===== src/rtl/reg_file_if.sv =====
// Write/read bus between the control unit and reg_file.
// Master drives the write port and read addresses; slave returns data and flags.
interface reg_file_if #(
  parameter int WIDTH = 4,
  parameter int DEPTH = 4
);
  localparam int AW = $clog2(DEPTH);

  logic             we;
  logic [1:0]       op;
  logic [AW-1:0]    waddr;
  logic [WIDTH-1:0] wdata;
  logic [AW-1:0]    raddr_a;
  logic [WIDTH-1:0] rdata_a;
  logic [AW-1:0]    raddr_b;
  logic [WIDTH-1:0] rdata_b;
  logic             flag_c;
  logic             flag_z;

  modport master (
    output we, op, waddr, wdata,
    output raddr_a, raddr_b,
    input  rdata_a, rdata_b,
    input  flag_c, flag_z
  );

  modport slave (
    input  we, op, waddr, wdata,
    input  raddr_a, raddr_b,
    output rdata_a, rdata_b,
    output flag_c, flag_z
  );
endinterface


===== src/rtl/reg_file.sv =====
// DEPTH x WIDTH register file: 1 modify-write port, 2 async read ports, C/Z flags.
// Optional write-through forwarding on reads: define REG_FILE_BYPASS_EN.
module reg_file #(
  parameter int          WIDTH     = 4,
  parameter int          DEPTH     = 4,
  parameter int unsigned RESET_VAL = 0
) (
  input logic       clk,
  input logic       rst,
  reg_file_if.slave bus
);
  localparam int AW = $clog2(DEPTH);
  localparam logic [WIDTH-1:0] RST_W = WIDTH'(RESET_VAL);
  localparam logic [AW:0] DEPTH_W = (AW+1)'(DEPTH);

  typedef enum logic [1:0] {
    OP_LOAD = 2'b00,
    OP_INC  = 2'b01,
    OP_DEC  = 2'b10,
    OP_CLR  = 2'b11
  } op_e;

  logic [WIDTH-1:0] mem_q [DEPTH];
  logic [WIDTH-1:0] mem_d [DEPTH];
  logic             c_q, c_d;
  logic             z_q, z_d;

  logic             wr_ok;
  logic [WIDTH-1:0] cur;
  logic [WIDTH-1:0] res;
  logic             carry;
  logic [WIDTH-1:0] rd_a;
  logic [WIDTH-1:0] rd_b;
  op_e              op;

  assign op    = op_e'(bus.op);
  assign wr_ok = bus.we && ({1'b0, bus.waddr} < DEPTH_W);

  always_comb begin
    cur = '0;
    for (int i = 0; i < DEPTH; i++) begin
      if (bus.waddr == AW'(i)) cur = mem_q[i];
    end
  end

  // Shared by the commit path and the forwarding mux.
  always_comb begin
    res   = cur;
    carry = 1'b0;
    unique case (op)
      OP_LOAD: res = bus.wdata;
      OP_INC: begin
        res   = cur + WIDTH'(1);
        carry = &cur;
      end
      OP_DEC: begin
        res   = cur - WIDTH'(1);
        carry = ~|cur;
      end
      OP_CLR:  res = '0;
    endcase
  end

  always_comb begin
    mem_d = mem_q;
    c_d   = c_q;
    z_d   = z_q;
    if (wr_ok) begin
      for (int i = 0; i < DEPTH; i++) begin
        if (bus.waddr == AW'(i)) mem_d[i] = res;
      end
      c_d = carry;
      z_d = (res == '0);
    end
  end

  always_ff @(posedge clk or posedge rst) begin
    if (rst) begin
      for (int i = 0; i < DEPTH; i++) mem_q[i] <= RST_W;
      c_q <= 1'b0;
      z_q <= 1'b0;
    end else begin
      mem_q <= mem_d;
      c_q   <= c_d;
      z_q   <= z_d;
    end
  end

  always_comb begin
    rd_a = '0;
    rd_b = '0;
    for (int i = 0; i < DEPTH; i++) begin
      if (bus.raddr_a == AW'(i)) rd_a = mem_q[i];
      if (bus.raddr_b == AW'(i)) rd_b = mem_q[i];
    end
`ifdef REG_FILE_BYPASS_EN
    if (wr_ok && bus.raddr_a == bus.waddr) rd_a = res;
    if (wr_ok && bus.raddr_b == bus.waddr) rd_b = res;
`endif
  end

  assign bus.rdata_a = rd_a;
  assign bus.rdata_b = rd_b;
  assign bus.flag_c  = c_q;
  assign bus.flag_z  = z_q;
endmodule


===== src/flat_wrapper.sv =====
// flat-port wrapper written by rule: the top's interface ports become plain ports
module reg_file_flat 
#(
  parameter int          WIDTH     = 4,
  parameter int          DEPTH     = 4,
  parameter int unsigned RESET_VAL = 0
)
  (clk, rst, bus_we, bus_op, bus_waddr, bus_wdata, bus_raddr_a, bus_raddr_b, bus_rdata_a, bus_rdata_b, bus_flag_c, bus_flag_z);
  reg_file_if #(.WIDTH(WIDTH), .DEPTH(DEPTH)) bus_i ();
  input logic clk;
  input logic rst;
  input wire logic [$bits(bus_i.we)-1:0] bus_we;
  input wire logic [$bits(bus_i.op)-1:0] bus_op;
  input wire logic [$bits(bus_i.waddr)-1:0] bus_waddr;
  input wire logic [$bits(bus_i.wdata)-1:0] bus_wdata;
  input wire logic [$bits(bus_i.raddr_a)-1:0] bus_raddr_a;
  input wire logic [$bits(bus_i.raddr_b)-1:0] bus_raddr_b;
  output wire logic [$bits(bus_i.rdata_a)-1:0] bus_rdata_a;
  output wire logic [$bits(bus_i.rdata_b)-1:0] bus_rdata_b;
  output wire logic [$bits(bus_i.flag_c)-1:0] bus_flag_c;
  output wire logic [$bits(bus_i.flag_z)-1:0] bus_flag_z;
  assign bus_i.we = bus_we;
  assign bus_i.op = bus_op;
  assign bus_i.waddr = bus_waddr;
  assign bus_i.wdata = bus_wdata;
  assign bus_i.raddr_a = bus_raddr_a;
  assign bus_i.raddr_b = bus_raddr_b;
  assign bus_rdata_a = bus_i.rdata_a;
  assign bus_rdata_b = bus_i.rdata_b;
  assign bus_flag_c = bus_i.flag_c;
  assign bus_flag_z = bus_i.flag_z;
  reg_file #(.WIDTH(WIDTH), .DEPTH(DEPTH), .RESET_VAL(RESET_VAL)) u_core (.clk(clk), .rst(rst), .bus(bus_i));
endmodule

===== config.mk =====
export PLATFORM = sky130hd
export DESIGN_NAME = reg_file_flat
export DESIGN_NICKNAME = d
export VERILOG_FILES = /design/src/rtl/reg_file_if.sv /design/src/rtl/reg_file.sv /design/src/flat_wrapper.sv
export SDC_FILE = /design/constraint.sdc
export NUM_CORES = 1
export LEC_CHECK = 0
export CAP_MARGIN = 20
export CORE_MARGIN = 2
export CORE_UTILIZATION = 50
export CTS_CLUSTER_SIZE = 8
export DETAILED_ROUTE_END_ITERATION = 16
export PLACE_DENSITY = 0.85
export SYNTH_ARGS = -nofsm -noshare
export SYNTH_HDL_FRONTEND = slang
export SYNTH_SLANG_ARGS = --single-unit
export TNS_END_PERCENT = 100

===== constraint.sdc =====
create_clock -name clk -period 6.2 [get_ports clk]
set_input_delay 1.24 -clock clk [delete_from_list [all_inputs] [get_ports clk]]
set_output_delay 1.24 -clock clk [all_outputs]
set_load 0.005 [all_outputs]

* Word-level counts from Yosys, hierarchy flattened
Index checks and enable logic that the tools add are counted.
** Word-level totals
- Output and inout bits :: 10
- Bits of input ports :: 15
- Logic and storage cells :: 46
- Bits in registers :: 18
** Cells by class
- Mux-type cells :: 14
- Reductions and logical operators :: 12
- Equality and inequality tests :: 12
- Add/subtract/negate cells :: 2
** Operator list (count)
- $mux 4 :: 12
- $eq 2x2->1 const B :: 8
- $pmux 4 s4 :: 1
- $eq 2x1->1 const B :: 4
- $logic_not 2->1 :: 4
- $reduce_and 2->1 :: 4
- $add 4x1->4 const B :: 1
- $logic_not 4->1 :: 1
- $reduce_and 4->1 :: 1
- $reduce_or 4->1 :: 1
- $sub 4x1->4 const B :: 1
- $pmux 1 s2 :: 1
- $logic_not 1->1 :: 1

* Depth between registers and ports, before layout
Gate-level depths: netlist of the first run.
- Depth in word-level cells :: 8
- Gate-level depth with buffers :: 7
- Mapped depth without buffers :: 7

* Worst setup path before layout of the first run
No wires, ideal clock.
- Kind :: in2reg
- Start point :: in bus_waddr[1]
- End point :: reg u_core.z_q (netlist: u_core.bus.flag_z)
- Slack :: 3.034 ns
- Stages on the path :: 7
- Required time :: 6.134 ns
- Setup time :: 0.066 ns
- Arrival time :: 3.100 ns
- Buffers on the path :: 1
- Cells stage by stage :: buf_2 > mux4_2 > fa_1 > xnor2_1 > a2bb2oi_1 > a41o_1 > o31a_1
** Between the ends
- Longest elaborated chain between the ends :: 8
- Elaborated cells between the ends (all ways) :: 12
- Classes of those cells :: 2 x add/sub; 3 x eq/ne; 5 x mux; 2 x reduce/logical
** Ends and longest elaborated chain
- start, declared :: line flat_wrapper.sv:14 : input wire logic [$bits(bus_i.waddr)-1:0] bus_waddr;
- $logic_not 2->1 :: line reg_file.sv:42 : if (bus.waddr == AW'(i)) cur = mem_q[i];
- $mux 4 (3 in series) :: line reg_file.sv:42
- $mux 4 * :: line reg_file.sv:42
- $sub 4x1->4 / $add 4x1->4 (equally long branches) :: line reg_file.sv:57, reg_file.sv:53
- $pmux 4 s4 * :: line reg_file.sv:50 : unique case (op)
- $logic_not 4->1 * :: line reg_file.sv:73 : z_d = (res == '0);
- end signal, assigned :: line reg_file.sv:85 : z_q <= z_d;
- end, declared :: line reg_file.sv:26 : logic z_q, z_d;
Mark *: on every way between the ends. The rest lies on a longest branch, timed or not.
A chain may end at the register's enable or synchronous reset.

* Final worst setup path of the first run
- Start point :: in bus_raddr_a[1]
- End point :: out bus_rdata_a[1]
** Between the ends
- Longest elaborated chain between the ends :: 5
- Elaborated cells between the ends (all ways) :: 8
- Classes of those cells :: 3 x eq/ne; 4 x mux; 1 x reduce/logical
** Ends and longest elaborated chain
- start, declared :: line flat_wrapper.sv:16 : input wire logic [$bits(bus_i.raddr_a)-1:0] bus_raddr_a;
- $logic_not 2->1 :: line reg_file.sv:93 : if (bus.raddr_a == AW'(i)) rd_a = mem_q[i];
- $mux 4 (3 in series) :: line reg_file.sv:93
- $mux 4 * :: line reg_file.sv:93
- end, declared :: line flat_wrapper.sv:18 : output wire logic [$bits(bus_i.rdata_a)-1:0] bus_rdata_a;
Marked as above.

==> results of run 1 <==
state kept, by name, indices dropped and copies added (netlist names):
| name | flops |
|---|---|
| u_core.bus.flag_z | 1 |
| u_core.mem_q | 16 |
| u_core.bus.flag_c | 1 |
synth_stat cells:
master     count
dfrtp_1       18
mux4_2        12
nand2_1       11
o21ai_0       10
a21oi_1        7
nor2_1         6
ha_1           5
inv_1          4
o31ai_1        3
a2bb2oi_1      2
clkbuf_1       2
nand2b_1       2
nand3b_1       2
nor2b_1        2
xnor2_1        2
a211oi_1       1
a21o_1         1
a22oi_1        1
a31oi_1        1
a31oi_4        1
a41o_1         1
and3b_1        1
and4_1         1
buf_2          1
buf_6          1
fa_1           1
nand3_1        1
nor3b_1        1
nor4_1         1
o2bb2ai_1      1
o31a_1         1
xnor2_2        1
final cells by class:
class                      instances  area share [%]
tap                               28           2.318
sequential                        18           29.80
clock buffer                       4           2.401
multi-input combinational         79           48.26
timing repair buffer              25           16.23
inverter                           4          0.9934
critical path: cells and delay by family:
family   cells  cell delay (ns)
mux          1             0.54
buf+inv      2             1.09
layer usage:
layer  global-route usage (%)  vias up
met1                    29.57      473
li1                         -      454
met5                        0        -
met2                    36.63       34
met4                    8.120        0
met3                    3.390        6
worst max path at each step:
stage | slack (ns) | end | start | cells past startpoint
floorplan | 3.03 | u_core.bus.flag_z$_DFFE_PP0P_ | bus_waddr[1] | 7
global placement | 2.10 | bus_rdata_a[0] | bus_raddr_a[0] | 3
detailed placement | 2.08 | bus_rdata_a[1] | bus_raddr_a[1] | 3
CTS | 2.08 | bus_rdata_a[1] | bus_raddr_a[1] | 3
global route | 2.03 | bus_rdata_a[1] | bus_raddr_a[1] | 3
finish | 2.09 | bus_rdata_a[1] | bus_raddr_a[1] | 3
power by group through the flow:
stage,clock network [W],logic (W),registers [W]
floorplan,0,0.000124,0.000166
global placement,0,0.000188,0.000171
detailed placement,0,0.000194,0.000174
CTS,0.0000756,0.000195,0.000171
global route,0.0000811,0.000211,0.000176
finish,0.0000750,0.000194,0.000173
stage by stage:
stage | std cells | hold WS, ns | util (%)
2_1_floorplan | 105 | 0.4771 | -
3_3_place_gp | 153 | 0.4726 | 65.21
3_5_place_dp | 153 | 0.4820 | 65.21
4_1_cts | 157 | 0.5105 | 66.81
5_1_grt | 158 | 0.5399 | 67.04
6_report | 158 | 0.5124 | 67.04
cells by family (layout without fill, tap and decap cells):
logic type / Yosys count / in the layout / share of synthesized area, %
compound gates: 30 / 30 / 16.63
fa+ha+maj: 6 / 6 / 6.776
xor+xnor: 3 / 3 / 2.773
mux: 12 / 12 / 22.18
buf+inv: 8 / 33 / 3.182
flops: 18 / 18 / 36.96
simple gates: 28 / 28 / 11.50
cell usage in the layout (no fill, tap or decap), types with 2 or more instances in the layout:
| master | instances |
|---|---|
| nand2b_1 | 2 |
| dfrtp_1 | 18 |
| nor2b_1 | 2 |
| inv_1 | 4 |
| o31ai_1 | 3 |
| clkdlybuf4s50_1 | 24 |
| ha_1 | 5 |
| o21ai_0 | 10 |
| nand3b_1 | 2 |
| mux4_2 | 12 |
| clkbuf_4 | 3 |
| nor2_1 | 6 |
| xnor2_1 | 2 |
| a21oi_1 | 7 |
| a2bb2oi_1 | 2 |
| nand2_1 | 11 |
==> qor.yml, run 1 <==
power_and_ir_drop:
  netSwitchingFraction_pct: 33.65
  ir_worst_vdd_mv: 0.1896
  power_frac_seq_pct: 39.1
  p_comb_share_pct: 44.0
  p_int_w: 0.0002935
  pwr_density_cell_nw_per_um2: 292.7
  clkPwrFrac_pct: 17.0
  p_leak_nw: 0.6252
  p_sw_w: 0.0001488
  power_w: 0.0004423
final_layout:
  final-seq-area_um2: 450.4
  syn_to_final_growth_pct: 24.02
  drive_gt1_share_pct: 14.62
  nNetsFinal: 152
  design_area_um2: 1511
  multiInputGateArea_um2: 729.5
  num_antenna_cells: 0
  fill_cells: 176
synthesis:
  synthesis.area_um2: 1219
  synth-seq-cells: 18
  synth.distinct_cells: 32
  synth_area_leaders: "dfrtp_1, mux4_2, ha_1"
  syn_inst: 105
  seq_area_frac_synth_pct: 36.96
  yosys_warnings: 0
  yosys.area.top_type: "dfrtp_1"
  synth_top_area_share_pct: 36.96
  synth_nets: 126
  syn_area_per_cell_um2: 11.61
route:
  ant_nets: 0
  wl_met3_um: 129
  firstDrtPassIters: 5
  routedWlPerCell_um: 17.87
  wirelength_um: 2823
  drc: 0
  met2_length_um: 1439
  route.vias.total: 967
  highest_layer: "met4"
  viasPerCell: 6.120
  drtIter0Drc: 24
  wl_met1_um: 1218
floorplanning:
  die_x_um: 53.37
  ios: 25
  start_util_pct: 54.05
  coreArea_um2: 2255
  rows: 17
  die_h_um: 53.37
  dieArea_um2: 2848
place:
  dp_hpwl_um: 2159
  finalWeightedCongestion: 0.8189
  postPlaceCellArea_um2: 1470
  port_buffers: 24
  pre_cts_slack_ns: 2.083
worst_setup_path:
  crit_chain: "clkdlybuf4s50_1, mux4_2, clkdlybuf4s50_1"
  endpoint_kind: "output port"
  reg2reg_depth: 6
  startpoint_type: "primary input"
  slowest_delay_ns: 0.62
  path_max_fanout: 4
  critPathSlowestCell: "clkdlybuf4s50_1"
  cp.required_ns: 4.96
  cpMostUsedCell: "clkdlybuf4s50_1"
  reg2reg_slack_ns: 3.80
  r2r-start: "u_core.mem_q[1]$_DFFE_PP0P_"
  timing_worst_setup_path_type: "primary input to output port"
  arrival_ns: 2.87
  regToRegEndpoint: "u_core.bus.flag_z$_DFFE_PP0P_"
timing:
  max_slew_margin_pct: 53.10
  max_freq_mhz: 243.1
  setup_slack_ns: 2.087
  hold_violations: 0
  fin_crit_sh_pct: 66.35
  grt_setup_unrepaired: "false"
  worst_slew_pin_slew_ns: 0.7027
  slew_violations: 0
  setup_tns_ns: 0
  period_needed_ns: 4.113
  clock-skew-final_ns: 0.0007925
  setup_viol: 0
clock_network:
  clk_latency_ns: 0.30
  clk_pin_slew_ns: 0.11
  cts_buffers: 3
  cts_setup_buffers: 0
  cts_sinks: 18
  tritoncts: "built"
  root_buffer: "clkbuf_4"
  clock_path_buffers: 2
  hold_buffers: 0
  post_cts_resize_count: 0
  htreeDepth: 1
worst_hold_path:
  hold_path_class: "flop to flop"
  hold_path_depth: 1
  min_from: "u_core.bus.flag_c$_DFFE_PP0P_"
  hold_path_end: "u_core.bus.flag_c$_DFFE_PP0P_"
outcome:
  status: "completed"
global_route:
  grt_usage_pct: 22.22
  grt_max_degree: 19
  antenna_found_initial: 0
  grt_pass1_wl_um: 4402
  grt_overflow: 0
  grt_pass1_vias: 937
run:
  drv_cap: 0
No activity file was read; power rests on OpenSTA's default activity.
==> run 2, diff against run 1 <==
==> constraint.sdc (replaced) <==
create_clock -name clk -period 3.9 [get_ports clk]
set_input_delay 0.78 -clock clk [delete_from_list [all_inputs] [get_ports clk]]
set_output_delay 0.78 -clock clk [all_outputs]
set_load 0.005 [all_outputs]
==> qor.yml, run 2 (synthesis gave the netlist of run 1 again) <==
power_and_ir_drop:
  ir_worst_vdd_mv: 0.3087  # +63%
  p_leak_nw: 0.6181  # -1.1%
  power_w: 0.0006790  # +54%
  pwr_density_cell_nw_per_um2: 452.6  # +55%
final_layout:
  largest_register_ffs: 16  # unchanged
  nNetsFinal: 152  # unchanged
  drive_gt1_share_pct: 13.95  # -0.66 points
  mostFrequentLayoutCell: "clkdlybuf4s50_1"
  top_register: "u_core.mem_q"
  num_antenna_cells: 0  # unchanged
  layout_common_cells: "clkdlybuf4s50_1, dfrtp_1, mux4_2, nand2_1, o21ai_0"
  syn_to_final_growth_pct: 23.10
clock_network:
  clk_latency_ns: 0.29  # about the same
  clock_path_buffers: 2  # unchanged
  root_buffer: "clkbuf_4"
  cts_setup_buffers: 0  # unchanged
  cts_buffers: 3  # unchanged
  tritoncts: "built"
  cts_sinks: 18  # unchanged
  post_cts_resize_count: 0  # unchanged
  clk_pin_slew_ns: 0.10  # about the same
  hold_buffers: 0  # unchanged
  htreeDepth: 1  # unchanged
worst_setup_path:
  cp.buffers_inverters: 2  # unchanged
  arrival_ns: 2.43  # -0.44 ns
  regToRegEndpoint: "u_core.mem_q[15]$_DFFE_PP0P_"
  cp.required_ns: 3.12  # -1.84 ns
  r2r-start: "u_core.mem_q[2]$_DFFE_PP0P_"
  timing_worst_setup_path_type: "primary input to output port"
  slowest_delay_ns: 0.63  # about the same
  critPathSlowestCell: "clkdlybuf4s50_1"
  endpoint_kind: "output port"
  path_max_fanout: 4  # unchanged
  cp_top_family: "buffers and inverters"
  reg2reg_slack_ns: 1.59  # -2.21 ns
  cpMostUsedCell: "clkdlybuf4s50_1"
  crit_cells: 3  # unchanged
  reg2reg_depth: 6  # unchanged
  crit_chain: "clkdlybuf4s50_1, mux4_2, clkdlybuf4s50_1"
  startpoint_type: "primary input"
floorplanning:
  rows: 17  # unchanged
  die_h_um: 53.37  # unchanged
  ios: 25  # unchanged
  coreArea_um2: 2255  # unchanged
  die_x_um: 53.37  # unchanged
  dieArea_um2: 2848  # unchanged
  start_util_pct: 54.05  # unchanged
global_route:
  grt_overflow: 0  # unchanged
  antenna_found_initial: 0  # unchanged
  grtUsageMet3_pct: 2.542  # -0.85 points
  grt_pass1_vias: 994  # +6.1%
  grt_pass1_wl_um: 4602  # +4.5%
  top_usage_layer: "met2"
  grt_usage_pct: 22.95  # +0.72 points
  grt_max_degree: 19  # unchanged
  grt_use_met2_pct: 39.71  # +3.1 points
  met1_usage_pct: 29.63  # +0.063 points
worst_hold_path:
  min_from: "u_core.bus.flag_c$_DFFE_PP0P_"
  hold_path_class: "flop to flop"
  hold_path_depth: 1  # unchanged
  hold_path_end: "u_core.bus.flag_c$_DFFE_PP0P_"
place:
  dp_hpwl_um: 2271  # +5.2%
  finalWeightedCongestion: 0.8776  # +7.2%
  port_buffers: 24  # unchanged
timing:
  period_needed_ns: 3.214
  grt_setup_unrepaired: "false"
  clock-skew-final_ns: 0.006248  # +0.005455 ns
  fin_crit_sh_pct: 82.42
  worst_slew_pin_slew_ns: 0.6936  # -0.009109 ns
  hold_violations: 0  # unchanged
  setup_viol: 0  # unchanged
  setup_tns_ns: 0  # unchanged
  max_freq_mhz: 311.1
  max_slew_margin_pct: 53.71  # +0.61 points
  slew_violations: 0  # unchanged
route:
  ant_nets: 0  # unchanged
  drtIter0Drc: 35  # +46%
  viasPerCell: 6.261  # +2.3%
  wirelength_um: 2887  # +2.3%
  routedWlPerCell_um: 18.39  # +2.9%
  drc: 0  # unchanged
  route.vias.total: 983  # +1.7%
  firstDrtPassIters: 4  # -1
outcome:
  status: "completed"
run:
  drv_cap: 0  # unchanged
run 2: cell count changes in the layout (fill, tap and decap cells not counted):
cell / before / now
buf_2: 1 / 0
buf_4: 0 / 1
clkbuf_8: 1 / 0
run 2: area by class of cell:
class	instances	area, µm²
clock buffers	3	22.52
fillers	179	754.5
inverters	4	15.01
multi-input cells	79	729.5
flip-flops and latches	18	450.4
well taps	28	35.03
repair buffers	25	247.7
run 2: stage by stage:
step	setup WS (ns)	hold slack (ns)	area, µm²	utilization, %	std cells
floorplan	1.194	0.4771	1219	-	105
global placement	0.5424	0.4767	1478	65.54	154
detailed placement	0.4900	0.4754	1478	65.54	154
CTS	0.6818	0.4992	1500	66.54	157
global route	0.6295	0.5345	1500	66.54	157
finish	0.6857	0.4909	1500	66.54	157
run 2: worst reg2reg max path: cells and delay by family, from the launching register on:
family / cells / cell delay, ns
XOR/XNOR: 1 / 0.42
multiplexers: 1 / 0.52
AO/OA/AOI/OAI: 3 / 0.40
flip-flops: 1 / 0.43
adder cells (fa/ha/maj): 1 / 0.40
run 2: report_power, final:
part	internal, W	switching [W]	total (W)
Combinational	0.000178	0.000129	0.000307
Sequential	0.000232	0.0000451	0.000278
Clock	0.0000360	0.0000584	0.0000944
Total	0.000447	0.000232	0.000679
run 2: worst max-delay path by stage:
stage / from / to
2_1_floorplan: bus_waddr[1] / u_core.bus.flag_z$_DFFE_PP0P_
4_1_cts: bus_raddr_a[0] / bus_rdata_a[3]
6_report: bus_raddr_a[0] / bus_rdata_a[3]
3_5_place_dp: bus_waddr[1] / u_core.bus.flag_z$_DFFE_PP0P_
3_3_place_gp: bus_waddr[1] / u_core.bus.flag_z$_DFFE_PP0P_
5_1_grt: bus_waddr[0] / u_core.bus.flag_z$_DFFE_PP0P_
run 2: per-layer routing:
layer | part of all wire [%] | routed length, µm | up-vias
li1 | - | - | 449
met1 | 42 | 1219 | 488
met2 | 52 | 1487 | 39
met3 | 4.5 | 130 | 7
met4 | 1.7 | 48 | 0
met5 | 0 | 0 | -
==> run 3, diff against run 2 <==
==> constraint.sdc (replaced) <==
create_clock -name clk -period 3.2 [get_ports clk]
set_input_delay 0.64 -clock clk [delete_from_list [all_inputs] [get_ports clk]]
set_output_delay 0.64 -clock clk [all_outputs]
set_load 0.005 [all_outputs]
==> qor.yml, run 3 (synthesis gave the netlist of run 1 again) <==
global_route:
  grt_overflow: 0  # unchanged
  grt_pass1_wl_um: 4954  # +7.6%
  antenna_found_initial: 0  # unchanged
  grt_usage_pct: 25.12  # +2.2 points
  grt_max_degree: 19  # unchanged
  grt_pass1_vias: 1076  # +8.2%
route:
  routedWlPerCell_um: 18.67  # +1.5%
  drtIter0Drc: 22  # -37%
  wirelength_um: 3025  # +4.8%
  ant_nets: 0  # unchanged
  viasPerCell: 6.340  # +1.3%
  drc: 0  # unchanged
  route.vias.total: 1027  # +4.5%
  firstDrtPassIters: 4  # unchanged
final_layout:
  top_register: "u_core.mem_q"
  layout_common_cells: "clkdlybuf4s50_1, dfrtp_1, mux4_2, nand2_1, o21ai_0"
  mostFrequentLayoutCell: "clkdlybuf4s50_1"
  fin_cells: 162  # +3.2%
  nNetsFinal: 156  # +2.6%
  fill_cells: 161  # -10%
  syn_to_final_growth_pct: 26.69
  num_antenna_cells: 0  # unchanged
  largest_register_ffs: 16  # unchanged
  drive_gt1_share_pct: 17.16  # +3.2 points
  final_util_pct: 68.48  # +1.9 points
power_and_ir_drop:
  pwr_density_cell_nw_per_um2: 566.8  # +25%
  ir_worst_vdd_mv: 0.3622  # +17%
  p_leak_nw: 0.6444  # +4.3%
worst_setup_path:
  reg2reg_depth: 6  # unchanged
  critPathSlowestCell: "clkdlybuf4s50_1"
  worstSetupEndpoint: "bus_rdata_a[3]"
  startpoint_type: "primary input"
  endpoint_kind: "output port"
  r2r-start: "u_core.mem_q[2]$_DFFE_PP0P_"
  arrival_ns: 2.26  # -0.17 ns
  crit_cells: 3  # unchanged
  cp.required_ns: 2.56  # -0.56 ns
  cp_top_family: "buffers and inverters"
  reg2reg_slack_ns: 0.94  # -0.65 ns
  regToRegEndpoint: "u_core.bus.flag_z$_DFFE_PP0P_"
  timing_worst_setup_path_type: "primary input to output port"
  path_max_fanout: 4  # unchanged
  slowest_delay_ns: 0.61  # -0.02 ns
  cp.buffers_inverters: 2  # unchanged
  setup.worst_path.start: "bus_raddr_a[0]"
  cpMostUsedCell: "clkdlybuf4s50_1"
  crit_chain: "clkdlybuf4s50_1, mux4_2, clkdlybuf4s50_1"
clock_network:
  cts_sinks: 18  # unchanged
  post_cts_resize_count: 0  # unchanged
  hold_buffers: 0  # unchanged
  cts_buffers: 3  # unchanged
  cts_setup_buffers: 0  # unchanged
  clk_pin_slew_ns: 0.11  # about the same
  htreeDepth: 1  # unchanged
  clock_path_buffers: 2  # unchanged
  root_buffer: "clkbuf_4"
  clk_latency_ns: 0.30  # about the same
  tritoncts: "built"
floorplanning:
  coreArea_um2: 2255  # unchanged
  rows: 17  # unchanged
  die_x_um: 53.37  # unchanged
  dieArea_um2: 2848  # unchanged
  ios: 25  # unchanged
  start_util_pct: 54.05  # unchanged
  die_h_um: 53.37  # unchanged
place:
  port_buffers: 24  # unchanged
  dp_hpwl_um: 2355  # +3.7%
  finalWeightedCongestion: 0.8693  # -0.95%
  dp_cells: 158  # +2.6%
timing:
  worst_slew_pin_slew_ns: 0.6971  # +0.003587 ns
  period_needed_ns: 2.897
  setup_viol: 0  # unchanged
  max_slew_margin_pct: 53.47  # -0.24 points
  hold_violations: 0  # unchanged
  slew_violations: 0  # unchanged
  setup_tns_ns: 0  # unchanged
  grt_setup_unrepaired: "false"
  fin_crit_sh_pct: 90.53
  clock-skew-final_ns: 0.002112  # -0.004136 ns
  max_freq_mhz: 345.2
worst_hold_path:
  hold_path_class: "flop to flop"
  hold_path_depth: 1  # unchanged
run:
  drv_cap: 0  # unchanged
outcome:
  status: "completed"
==> run 3: layout make-up <==
cell class / instances / area [µm²] / area share (%)
inverters: 4 / 15.01 / 0.9724
flip-flops and latches: 18 / 450.4 / 29.17
repair buffers: 29 / 277.8 / 17.99
multi-input cells: 79 / 729.5 / 47.24
clock buffers: 4 / 36.28 / 2.350
well taps: 28 / 35.03 / 2.269
==> run 3: metal layers <==
metal | up-vias | global-route usage [%] | wire (µm)
li1 | 460 | - | -
met1 | 501 | 30.04 | 1190
met2 | 53 | 41.77 | 1548
met5 | - | 0 | 0
met4 | 0 | 15.38 | 102
met3 | 13 | 4.237 | 183
==> run 3: power breakdown <==
part / internal, W / total [W] / switching, W
combinational: 0.000227 / 0.000392 / 0.000165
clock: 0.0000694 / 0.000144 / 0.0000745
sequential: 0.000283 / 0.000339 / 0.0000559
total: 0.000580 / 0.000875 / 0.000295
==> run 3: worst min-delay path by stage <==
stage | end | slack [ns] | startpoint
6_report | u_core.bus.flag_c$_DFFE_PP0P_ | 0.51 | u_core.bus.flag_c$_DFFE_PP0P_
5_1_grt | u_core.bus.flag_c$_DFFE_PP0P_ | 0.54 | u_core.bus.flag_c$_DFFE_PP0P_
4_1_cts | u_core.bus.flag_c$_DFFE_PP0P_ | 0.51 | u_core.bus.flag_c$_DFFE_PP0P_
3_5_place_dp | u_core.bus.flag_c$_DFFE_PP0P_ | 0.49 | u_core.bus.flag_c$_DFFE_PP0P_
3_3_place_gp | u_core.bus.flag_c$_DFFE_PP0P_ | 0.47 | u_core.bus.flag_c$_DFFE_PP0P_
2_1_floorplan | u_core.mem_q[10]$_DFFE_PP0P_ | 0.48 | u_core.mem_q[10]$_DFFE_PP0P_
==> run 3: stage by stage <==
step	cell area [µm²]	worst slack (ns)	hold slack, ns	total power (W)
2_1_floorplan	1219	0.6341	0.4771	0.0005633
3_3_place_gp	1508	0.1545	0.4748	0.0007074
3_5_place_dp	1508	0.1208	0.4882	0.0007272
4_1_cts	1544	0.2932	0.5134	0.0008748
5_1_grt	1544	0.2436	0.5370	0.0009230
6_report	1544	0.3032	0.5104	0.0008752
